===== src/rtl/task_menu_selector.sv =====
// Front-end control for the task controller: debounces the three buttons, picks
// one of four tasks in MENU, forwards press pulses in RUN, and renders the menu.
module task_menu_selector #(
    parameter int unsigned DEBOUNCE_CYCLES = 200_000,
    parameter int unsigned LONG_CYCLES     = 100_000_000
) (
    input  logic        clk,
    input  logic        reset_n,
    input  logic        btnL,
    input  logic        btnC,
    input  logic        btnR,
    input  logic [12:0] pixel_index,
    output logic [1:0]  task_sel,
    output logic        task_active,
    output logic        btnL_pulse,
    output logic        btnC_pulse,
    output logic        btnR_pulse,
    output logic [15:0] menu_pixel
);

    localparam int unsigned DB_W   = $clog2(DEBOUNCE_CYCLES) + 1;
    localparam int unsigned HOLD_W = $clog2(LONG_CYCLES) + 1;
    localparam int unsigned NBTN   = 3;

    localparam logic [DB_W-1:0]   DB_LAST   = DB_W'(DEBOUNCE_CYCLES - 1);
    localparam logic [HOLD_W-1:0] HOLD_LAST = HOLD_W'(LONG_CYCLES - 1);

    localparam logic [1:0] BTN_L = 2'd0;
    localparam logic [1:0] BTN_C = 2'd1;
    localparam logic [1:0] BTN_R = 2'd2;

    localparam logic [12:0] ROW1_START = 13'd1536;
    localparam logic [12:0] ROW2_START = 13'd3072;
    localparam logic [12:0] ROW3_START = 13'd4608;
    localparam logic [12:0] PIX_END    = 13'd6144;
    localparam logic [12:0] COLS       = 13'd96;
    localparam logic [6:0]  COL_LAST   = 7'd95;

    localparam logic [15:0] PIX_SEL  = 16'h07E0;
    localparam logic [15:0] PIX_IDLE = 16'h8410;
    localparam logic [15:0] PIX_OFF  = 16'h0000;

    typedef enum logic {
        ST_MENU = 1'b0,
        ST_RUN  = 1'b1
    } state_t;

    logic [NBTN-1:0] w_raw;
    logic [NBTN-1:0] w_stable;
    logic [NBTN-1:0] w_press;

    assign w_raw = {btnR, btnC, btnL};

    // Per-button synchroniser + debounce; press fires on the accepted 0->1 edge
    for (genvar g = 0; g < NBTN; g++) begin : g_btn
        logic            r_meta;
        logic            r_sync;
        logic            r_stable;
        logic            r_stable_d;
        logic [DB_W-1:0] r_cnt;

        always_ff @(posedge clk or negedge reset_n) begin
            if (!reset_n) begin
                r_meta     <= 1'b0;
                r_sync     <= 1'b0;
                r_stable   <= 1'b0;
                r_stable_d <= 1'b0;
                r_cnt      <= '0;
            end else begin
                r_meta     <= w_raw[g];
                r_sync     <= r_meta;
                r_stable_d <= r_stable;
                if (r_sync == r_stable) begin
                    r_cnt <= '0;
                end else if (r_cnt >= DB_LAST) begin
                    r_stable <= r_sync;
                    r_cnt    <= '0;
                end else begin
                    r_cnt <= r_cnt + 1'b1;
                end
            end
        end

        assign w_stable[g] = r_stable;
        assign w_press[g]  = r_stable & ~r_stable_d;
    end

    state_t            r_state;
    state_t            w_state_nxt;
    logic [1:0]        r_sel;
    logic [1:0]        w_sel_nxt;
    logic              r_armed;
    logic              w_armed_nxt;
    logic [HOLD_W-1:0] r_hold_cnt;
    logic [HOLD_W-1:0] w_hold_nxt;
    logic [NBTN-1:0]   r_pulse;
    logic [NBTN-1:0]   w_pulse_nxt;

    always_ff @(posedge clk or negedge reset_n) begin
        if (!reset_n) begin
            r_state    <= ST_MENU;
            r_sel      <= 2'd0;
            r_armed    <= 1'b0;
            r_hold_cnt <= '0;
            r_pulse    <= '0;
        end else begin
            r_state    <= w_state_nxt;
            r_sel      <= w_sel_nxt;
            r_armed    <= w_armed_nxt;
            r_hold_cnt <= w_hold_nxt;
            r_pulse    <= w_pulse_nxt;
        end
    end

    // Menu navigation, run entry, press forwarding and long-hold exit
    always_comb begin
        w_state_nxt = r_state;
        w_sel_nxt   = r_sel;
        w_armed_nxt = r_armed;
        w_hold_nxt  = r_hold_cnt;
        w_pulse_nxt = '0;
        case (r_state)
            ST_MENU: begin
                w_armed_nxt = 1'b0;
                w_hold_nxt  = '0;
                if (w_press[BTN_L] && !w_press[BTN_R]) begin
                    w_sel_nxt = r_sel - 2'd1;
                end else if (w_press[BTN_R] && !w_press[BTN_L]) begin
                    w_sel_nxt = r_sel + 2'd1;
                end
                if (w_press[BTN_C]) begin
                    w_state_nxt = ST_RUN;
                end
            end
            ST_RUN: begin
                w_pulse_nxt = w_press;
                if (!w_stable[BTN_C]) begin
                    w_armed_nxt = 1'b0;
                    w_hold_nxt  = '0;
                end else if (w_press[BTN_C]) begin
                    w_armed_nxt = 1'b1;
                    w_hold_nxt  = '0;
                end else if (r_armed) begin
                    if (r_hold_cnt >= HOLD_LAST) begin
                        w_state_nxt = ST_MENU;
                        w_armed_nxt = 1'b0;
                        w_hold_nxt  = '0;
                    end else begin
                        w_hold_nxt = r_hold_cnt + 1'b1;
                    end
                end
            end
            default: begin
                w_state_nxt = ST_MENU;
            end
        endcase
    end

    logic [1:0]  w_row;
    logic [6:0]  w_col;
    logic [15:0] w_pix_nxt;
    logic [15:0] r_menu_pixel;

    // Row from direct threshold compares; border columns and off-screen are black
    always_comb begin
        w_col = 7'(pixel_index % COLS);
        if (pixel_index < ROW1_START) begin
            w_row = 2'd0;
        end else if (pixel_index < ROW2_START) begin
            w_row = 2'd1;
        end else if (pixel_index < ROW3_START) begin
            w_row = 2'd2;
        end else begin
            w_row = 2'd3;
        end
        if (pixel_index >= PIX_END || w_col == 7'd0 || w_col == COL_LAST) begin
            w_pix_nxt = PIX_OFF;
        end else if (w_row == r_sel) begin
            w_pix_nxt = PIX_SEL;
        end else begin
            w_pix_nxt = PIX_IDLE;
        end
    end

    always_ff @(posedge clk or negedge reset_n) begin
        if (!reset_n) begin
            r_menu_pixel <= PIX_OFF;
        end else begin
            r_menu_pixel <= w_pix_nxt;
        end
    end

    assign task_sel    = r_sel;
    assign task_active = (r_state == ST_RUN);
    assign btnL_pulse  = r_pulse[BTN_L];
    assign btnC_pulse  = r_pulse[BTN_C];
    assign btnR_pulse  = r_pulse[BTN_R];
    assign menu_pixel  = r_menu_pixel;

endmodule


===== config.mk =====
export PLATFORM = sky130hd
export DESIGN_NAME = task_menu_selector
export DESIGN_NICKNAME = d
export VERILOG_FILES = /design/src/rtl/task_menu_selector.sv
export SDC_FILE = /design/constraint.sdc
export NUM_CORES = 1
export LEC_CHECK = 0
export CAP_MARGIN = 20
export CORE_MARGIN = 2
export CORE_UTILIZATION = 45
export CTS_CLUSTER_SIZE = 40
export DETAILED_ROUTE_END_ITERATION = 16
export GPL_ROUTABILITY_DRIVEN = 0
export MAX_ROUTING_LAYER = met4
export PLACE_DENSITY = 0.66
export SLEW_MARGIN = 30
export SYNTH_ARGS = -nofsm -noshare
export SYNTH_HDL_FRONTEND = slang
export SYNTH_SLANG_ARGS = --single-unit
export TNS_END_PERCENT = 10

===== constraint.sdc =====
create_clock -name clk -period 2.1 [get_ports clk]
set_input_delay 0.42 -clock clk [delete_from_list [all_inputs] [get_ports clk]]
set_output_delay 0.42 -clock clk [all_outputs]
set_load 0.1 [all_outputs]

==> run summary <==
Final ANT Viol Nets: 0
Slowest stage delay, CP: 0.39 ns
Crit share post-route: 101%
Worst path slowest cell: dfrtp_1
Max VDD drop: 0.000378 V
Final cell count without fillers: 856
Crit Path Class: flop to flop
Top Ports: 40
Post-synthesis sequential area ratio: 47.5%
Total global routing overflow: 0
Yosys warns: 0
Post-route setup TNS: -0.0467 ns
CP cell instances: and3_4, and4_1, o41a_1, o21bai_1, a21oi_2, or3_4, clkbuf_16, nor2_1
Crit path DAT: 2.40 ns
Post-synth EDFFs: 0
Area growth from synthesis to layout: 30.0%
Global Route Usage Sum: 19.2%
Nets: 706
CTS root buf: clkbuf_16
Worst path top cell family by delay: simple AND/OR/NAND/NOR gates
Status: complete, but fails checks
DIE AREA: 13,400 µm²
Final Hold Viols: 0
Largest area contributor in the netlist: dfrtp_1
Crit path max fanout: 9
Proportion of layout cells with a drive suffix above 1: 27.6%
Detailed Route Iter0 Violations: 265
Clock latency on the worst-skew pair: 0.35 ns
Setup violators final: 7
Leakage: 3.18 nW
Required @ worst endpoint: 2.38 ns
Post-CTS Hold Buffers: 0
Clk pin slew, worst setup/hold paths: 0.07 ns
Vias: 4,679
Clock buffer depth: 2
Clock Skews: 0.00677 ns
Reg2reg end: g_btn[1].r_cnt[5]
H-tree lvl count: 3
Placed cells: 826
Largest net degree at the start of global routing: 48
First-pass GRT wire length: 20.3 mm
TritonCTS clock tree: yes
Startpoint Class: flop
Die height: 116 µm
Reg2reg setup slack: -0.01 ns
Critical register-to-register path startpoint: g_btn[1].r_cnt[2]
Worst min-delay path class: input port to asynchronous set/reset pin
Min Tclk post-route: 2.11 ns
Antenna violations before repair: 0
Initial Utilization: 46.5%
Final Max Slew Viols: 0
Max-Cap Viols: 0
Top_reg_cell synth: dfrtp_1
Mean area per synthesized cell: 9.58 µm²
Post-DP HPWL: 8.29 mm
Area share of the largest cell type after synthesis: 47.5%
Failing checks: negative setup slack
Yosys reg bits: 107
Dpl cell area: 6430 µm²
Count leader, synth: dfrtp_1
Max Fclk: 473 MHz
Die width: 116 µm
Origin of the worst setup path: g_btn[1].r_cnt[2]
Post-Syn Instances: 588
Core area: 12,100 µm²
Cell area after layout: 7320 µm²
Cell count along the critical path: 8
DR WL/cell: 14.8 µm
Netlist Area Pre-Place: 5630 µm²
Num CTS Buffers: 9
Worst Reg-to-Reg Cells: 8
TritonRoute pass-1 iters: 5
P per Cell Area: 712 nW/µm²
Library cells used by synthesis: 63
Crit path capture type: flop
Crit path capture: g_btn[1].r_cnt[5]
WL final: 12.6 mm
Residual DRC: 0
Input/output buffers: 31
Cell Rows: 40
Final WS setup: -0.0143 ns
Synth top cells by count: dfrtp_1 (107), nor2_1 (73), nand3_1 (48), nand2_1 (39), xor2_1 (36)
Crit path buf inv count: 1
Synth top area cells: dfrtp_1 (48%), xor2_1 (5.6%), nor2_1 (4.9%)
Antenna diodes: 0
RSZ-0062 raised after global routing: yes
CTS Sinks: 107
Asr flop ratio synth: 100%
Vias in the first global route: 4,567
Drt via density: 5.47
[registers in the layout (all words and copies together), names as in the netlist]
signal,cells
r_pulse,3
g_btn.r_stable,3
menu_pixel,3
r_armed,1
g_btn.r_stable_d,3
r_hold_cnt,28
task_sel,2
task_active,1
g_btn.r_cnt,57
g_btn.r_sync,3
g_btn.r_meta,3
[routing by layer]
metal | share of wire (%) | wire length, µm | GRT usage, % | up-vias
met5 | 0 | 0 | - | -
met4 | 2.3 | 288 | 6.59 | 0
met3 | 3.4 | 427 | 3.29 | 27
met2 | 50 | 6370 | 32.2 | 113
met1 | 44 | 5550 | 23.7 | 2295
li1 | - | - | - | 2244
[through the flow]
step	power, mW	hold slack (ns)	utilization, %	setup WS, ns
final	5.21	0.0256	60.5	-0.0143
after global routing	5.42	0.0426	60.5	-0.124
after CTS	5.15	0.0332	56.4	-0.0106
after detailed placement	3.48	0.336	53.1	-0.788
after global placement	3.45	0.334	53.1	-0.662
after floorplan	3.22	0.124	-	-0.109
[worst reg2reg max path: stages, from the launching register on]
cell,delay [ns]
dfrtp_1,0.39
and3_4,0.19
and4_1,0.15
o41a_1,0.37
o21bai_1,0.17
a21oi_2,0.09
or3_4,0.39
clkbuf_16,0.18
nor2_1,0.10
[worst min path at each step]
| stage | from | to | slack (ns) | cells after the start |
|---|---|---|---|---|
| 6_report | reset_n | r_hold_cnt[14] | 0.03 | 1 |
| 5_1_grt | reset_n | r_hold_cnt[7] | 0.04 | 1 |
| 4_1_cts | reset_n | r_hold_cnt[14] | 0.03 | 1 |
| 3_5_place_dp | g_btn[0].r_meta | g_btn[0].r_sync | 0.34 | 0 |
| 3_3_place_gp | g_btn[1].r_meta | g_btn[1].r_sync | 0.33 | 0 |
| 2_1_floorplan | reset_n | g_btn[0].r_cnt[0] | 0.12 | 0 |
[power by group]
group / switching, mW / total, mW / internal (mW)
registers: 0.0716 / 2.21 / 2.14
clock network: 0.747 / 1.66 / 0.908
logic: 0.979 / 1.35 / 0.370
total: 1.80 / 5.21 / 3.41
[cell usage in the layout, fill, tap and decap left out, types with 5 or more instances in the layout]
master / count
a21oi_1: 8
a31oi_1: 18
and2_1: 6
and3_1: 17
and4_1: 11
buf_4: 82
buf_6: 13
clkbuf_16: 11
clkdlybuf4s50_1: 8
conb_1: 11
dfrtp_1: 106
inv_1: 25
nand2_1: 39
nand3_1: 45
nand4_1: 8
nor2_1: 59
nor2_2: 11
nor4_1: 5
o21ai_1: 13
o31ai_1: 8
or3_1: 17
xnor2_1: 17
xor2_1: 36
[cell type report]
cell class                 instances  area [µm²]
clock buffer                      12         267
inverter                          25        93.8
timing repair buffer             112         990
tap                              168         210
fill                            1001        4790
multi-input combinational        428        3050
sequential                       107        2680
clock inverter                     4        33.8
[repair_timing]
item | CTS | global route
pin swaps | 11 | 35
gates resized for setup | 30 | 105
setup buffers | 3 | 9
cloned | 0 | 3
setup endpoints to repair | 54 | 84
[logic make-up (layout without fill, tap and decap cells)]
family	after synthesis	after routing	synth area share, %
AO/OA/AOI/OAI	90	90	11.1
XOR/XNOR	56	56	8.71
adder cells (fa/ha/maj)	5	5	1.11
buffers and inverters	63	153	6.13
flip-flops	107	107	47.5
multiplexers	6	6	1.33
other	1	11	0.0666
AND/OR/NAND/NOR	260	260	24.0
No activity file was read; power rests on OpenSTA's default activity.
